`config.mk`:
```
export PLATFORM = sky130hd
export DESIGN_NAME = gate_bist_controller
export DESIGN_NICKNAME = d
export VERILOG_FILES = /design/src/rtl/gate_bist_controller.sv
export SDC_FILE = /design/constraint.sdc
export NUM_CORES = 1
export LEC_CHECK = 0
export BUFFER_PORTS_ARGS = -buffer_cell sky130_fd_sc_hd__buf_2
export CORE_MARGIN = 1
export CORE_UTILIZATION = 28
export CTS_CLUSTER_DIAMETER = 150
export CTS_CLUSTER_SIZE = 24
export DETAILED_ROUTE_END_ITERATION = 6
export PLACE_DENSITY = 0.46
export SLEW_MARGIN = 30
export SYNTH_ARGS = -nofsm -noshare
export SYNTH_HDL_FRONTEND = slang
export SYNTH_SLANG_ARGS = --single-unit
```
`constraint.sdc`:
```
create_clock -name clk -period 2.17 [get_ports clk]
set_clock_uncertainty 0.05 [all_clocks]
set_input_delay 0.434 -clock clk [delete_from_list [all_inputs] [get_ports clk]]
set_output_delay 0.434 -clock clk [all_outputs]
set_load 0.01 [all_outputs]
```
`src/rtl/gate_bist_controller.sv`:
```
// LFSR pattern source + MISR response compactor for combinational gate models.
// Optional macro RESP_PIPE_EN registers resp_i before the MISR and adds a FLUSH state.
module gate_bist_controller #(
    parameter int                N_IN       = 10,
    parameter int                N_OUT      = 10,
    parameter int                PATTERNS   = 1023,
    parameter logic [N_IN-1:0]   LFSR_SEED  = 'h001,
    parameter logic [N_IN-1:0]   LFSR_TAPS  = 'h240,
    parameter logic [N_OUT-1:0]  MISR_SEED  = 'h000,
    parameter logic [N_OUT-1:0]  MISR_TAPS  = 'h240,
    parameter logic [N_OUT-1:0]  GOLDEN_SIG = 'h000
) (
    input  logic                            clk,
    input  logic                            rst_n,
    input  logic                            start,
    output logic [N_IN-1:0]                 pat_o,
    input  logic [N_OUT-1:0]                resp_i,
    output logic                            busy,
    output logic                            done,
    output logic                            pass,
    output logic [N_OUT-1:0]                signature,
    output logic [$clog2(PATTERNS+1)-1:0]   pat_count
);

    localparam int CW = $clog2(PATTERNS + 1);

    // An all-zero seed would lock the LFSR, so it is replaced by 1.
    localparam logic [N_IN-1:0] SEED_EFF =
        (LFSR_SEED == '0) ? N_IN'(1) : LFSR_SEED;

    typedef enum logic [1:0] {
        IDLE,
        RUN,
        FLUSH,
        DONE
    } state_t;

    state_t            state;
    state_t            state_nx;
    logic              accept;
    logic              last;
    logic              enter_done;
    logic              misr_en;
    logic [N_OUT-1:0]  misr_in;
    logic [N_OUT-1:0]  sig_nx;
    logic [N_IN-1:0]   lfsr_nx;

    assign accept = start && ((state == IDLE) || (state == DONE));
    assign last   = (state == RUN) && (pat_count == CW'(PATTERNS - 1));

    assign lfsr_nx = {pat_o[N_IN-2:0], ^(pat_o & LFSR_TAPS)};
    assign sig_nx  = {signature[N_OUT-2:0], ^(signature & MISR_TAPS)}
                     ^ misr_in;

    assign busy       = (state == RUN) || (state == FLUSH);
    assign done       = (state == DONE);
    assign enter_done = (state != DONE) && (state_nx == DONE);

`ifdef RESP_PIPE_EN
    logic [N_OUT-1:0] resp_q;
    logic             resp_v;

    // Response stage register; valid only for responses captured in RUN.
    always_ff @(posedge clk or negedge rst_n) begin
        if (!rst_n) begin
            resp_q <= '0;
            resp_v <= 1'b0;
        end else if (accept) begin
            resp_v <= 1'b0;
        end else if (state == RUN) begin
            resp_q <= resp_i;
            resp_v <= 1'b1;
        end else begin
            resp_v <= 1'b0;
        end
    end

    assign misr_in = resp_q;
    assign misr_en = resp_v;
`else
    assign misr_in = resp_i;
    assign misr_en = (state == RUN);
`endif

    // State register.
    always_ff @(posedge clk or negedge rst_n) begin
        if (!rst_n) begin
            state <= IDLE;
        end else begin
            state <= state_nx;
        end
    end

    // Next-state logic; start is only honoured when no run is in progress.
    always_comb begin
        state_nx = state;
        unique case (state)
            IDLE: begin
                if (start) state_nx = RUN;
            end
            RUN: begin
`ifdef RESP_PIPE_EN
                if (last) state_nx = FLUSH;
`else
                if (last) state_nx = DONE;
`endif
            end
            FLUSH: begin
                state_nx = DONE;
            end
            DONE: begin
                if (start) state_nx = RUN;
            end
            default: begin
                state_nx = IDLE;
            end
        endcase
    end

    // Pattern generator, compactor, counter and verdict.
    always_ff @(posedge clk or negedge rst_n) begin
        if (!rst_n) begin
            pat_o     <= '0;
            signature <= MISR_SEED;
            pat_count <= '0;
            pass      <= 1'b0;
        end else if (accept) begin
            pat_o     <= SEED_EFF;
            signature <= MISR_SEED;
            pat_count <= '0;
            pass      <= 1'b0;
        end else begin
            if (state == RUN) begin
                pat_o     <= lfsr_nx;
                pat_count <= pat_count + CW'(1);
            end
            if (misr_en) begin
                signature <= sig_nx;
            end
            if (enter_done) begin
                pass <= (sig_nx == GOLDEN_SIG);
            end
        end
    end

endmodule
```
==> results.md <==
* Outcome: finished, final reports clean
* Post-Syn Area at 1620 µm²
* Routed len/inst at 12.5 µm
* # Post-CTS Setup Buffers at 0
* Area leader, netlist: dfrtp_1
* IO buf count at 45
* Number of global-route vias before repair at 1,225
* Total of max-cap violations at 0
* Final Instance Area at 2010 µm²
* Final net count at 221
* Die Width at 78.0 µm
* Vias per cell at 4.58
* FMAX at 571 MHz
* Initial antenna violation count at 0
* PostCTS Resize Cnt at 0
* Clk slew on worst S/H paths at 0.07 ns
* Post-synth top area share at 51.0%
* Fin cells at 275
* Crit path DAT at 1.27 ns
* Final Hold Vio Count at 0
* CP Max Fanout at 5
* Rows at 27
* CTS max path bufs at 2
* Worst Path Required at 1.69 ns
* Clk_lat worst skew at 0.28 ns
* Kind of end point of the critical path: output port
* # diodes at 0
* Starting DRT DRC Count at 49
* Post-route minimum period at 1.75 ns
* TritonCTS buffer count at 5
* # hold bufs at CTS at 0
* TNS Setup at 0 ns
* Core area at 5540 µm²
* DRC Markers at 0
* Tcrit/Tclk final at 80.7%
* Final Worst Setup Slack at 0.418 ns
* DR vias at 1,259
* Commonest cells post-synth: 33 x dfrtp_1, 29 x nor2_1, 15 x xnor2_1
* GR Overflow Total at 0
* Syn Area/Cell at 10.4 µm²
* Synth cell types at 27
* Max-slew violations at 0
* H-tree levels at 2
* DRT Wirelength at 3450 µm
* Root buffer cell: clkbuf_8
* First-pass detailed-route iteration total at 4
* Worst-Margin Slew at 0.763 ns
* Hold WS at 0.173 ns
* Register area at 826 µm²
* Initial Util at 29.2%
* Register bit total from synthesis at 33
* Routed Antenna Nets at 0
* Placed insts at 267
* Dpl ws at 0.483 ns
* Top-count cell post-synth: dfrtp_1
* Post-Syn Nets at 174
* Max transition margin at 49.1%
* Yosys Warn Count at 0
* Worst VDD drop at 0.486 mV
* Final HPWL DP at 2400 µm
* Hold Path Class: in -> async
* Reg2Reg Depth at 7
* Routability cong. at 0.675
* Asr flop ratio synth at 100%
* Total track usage at 12.5%
* CTS tree: built
* Main synth FF type: dfrtp_1
* WS Path Type: reg -> out
* Area occupied by multi-input gates at 738 µm²
* I/O Pins at 46
* Register area share after synthesis at 51.0%
* Pwr/cell area at 1340 nW/µm²
* Filler cells at 579
* Layout cell share with drive strength beyond 1 at 28.1%
* Final setup fails at 0
* First-pass GRT wire length at 5840 µm
* CTS sink count at 33
* Area Overhead vs Synth at 24.4%
* Number of synthesized flops with an enable pin at 0
* Mapped Cells at 155
* Top post-synthesis cells by area: dfrtp_1 51%, xnor2_1 8.1%, mux2i_1 7.4%, nor2_1 6.7%, ha_1 4.6%
* Lkg Pwr at 0.00102 µW
* Dpl cell area at 1930 µm²
* CP Launch Type: register
* Unrepaired setup endpoints after global routing: no
* Pin count of the biggest net entering global routing at 34
* Die Area at 6090 µm²
* Die Ht at 78.0 µm
## metrics by stage
step	total power, µW	util [%]
4_1_cts	2740	36.3
6_report	2690	36.3
5_1_grt	2930	36.3
2_1_floorplan	1850	-
3_5_place_dp	2280	34.9
3_3_place_gp	2290	34.9
## path summary, 6_finish.rpt
path	start	endpoint	slack, ns
max	state[0]	busy	0.42
max reg2reg	state[0]	pass	0.45
max in group asynchronous	rst_n	signature[9]	1.41
min reg2reg	pass	pass	0.49
min	rst_n	pat_count[9]	0.17
min in group clk	start	pat_o[0]	0.41
## worst max-delay path, stage by stage (launching register included)
cell and delay [ns]:
dfrtp_1 0.41, inv_1 0.06, ha_1 0.34, inv_1 0.06, buf_2 0.12
## state kept, by name, indices dropped and copies added (netlist names)
name,count
pat_count,10
pass,1
state,2
pat_o,10
signature,10
## placed cells by master (no fill, tap or decap)
master	count
buf_2	45
nand3b_1	1
xor2_1	4
or2_2	1
and2_1	1
a211oi_1	9
buf_4	1
dfrtp_1	33
nor2b_1	1
inv_1	6
clkbuf_8	5
inv_2	1
nor3_1	1
or3_4	1
o21ai_0	5
or3_1	2
nand4_1	5
ha_1	6
a21oi_1	3
nand3_1	3
xnor2_1	15
o221ai_2	1
and4_1	1
mux2i_1	12
clkbuf_1	3
nand2_1	6
nor2_1	29
nand4_2	1
buf_12	1
## power by group
| group | total [µW] | switching [µW] | internal [µW] |
|---|---|---|---|
| Clock | 434 | 206 | 228 |
| Combinational | 1160 | 619 | 538 |
| Sequential | 1100 | 247 | 852 |
## metal layers
| layer | global-route usage [%] | vias to the layer above | wire (µm) |
|---|---|---|---|
| met5 | 0 | - | 0 |
| met4 | 5.00 | 0 | 72 |
| met3 | 3.72 | 9 | 122 |
| met2 | 19.1 | 23 | 1510 |
| met1 | 16.6 | 601 | 1740 |
| li1 | - | 626 | - |
## kinds of logic (layout without fill, tap and decap cells)
logic type      Yosys count  count (layout)  synth area share, %
compound gates           18              18                 7.58
xor+xnor                 19              19                 10.3
fa+ha+maj                 6               6                 4.64
buf+inv                  14              62                 3.32
flops                    33              33                 51.0
mux                      12              12                 7.42
simple gates             53              53                 15.7
## area by class of cell
class / count / share of cell area [%]
sequential: 33 / 41.0
multi-input combinational: 108 / 36.7
timing repair buffer: 47 / 12.6
tap: 72 / 4.47
clock buffer: 8 / 3.98
inverter: 7 / 1.31
(Power assumes the default switching activity.)
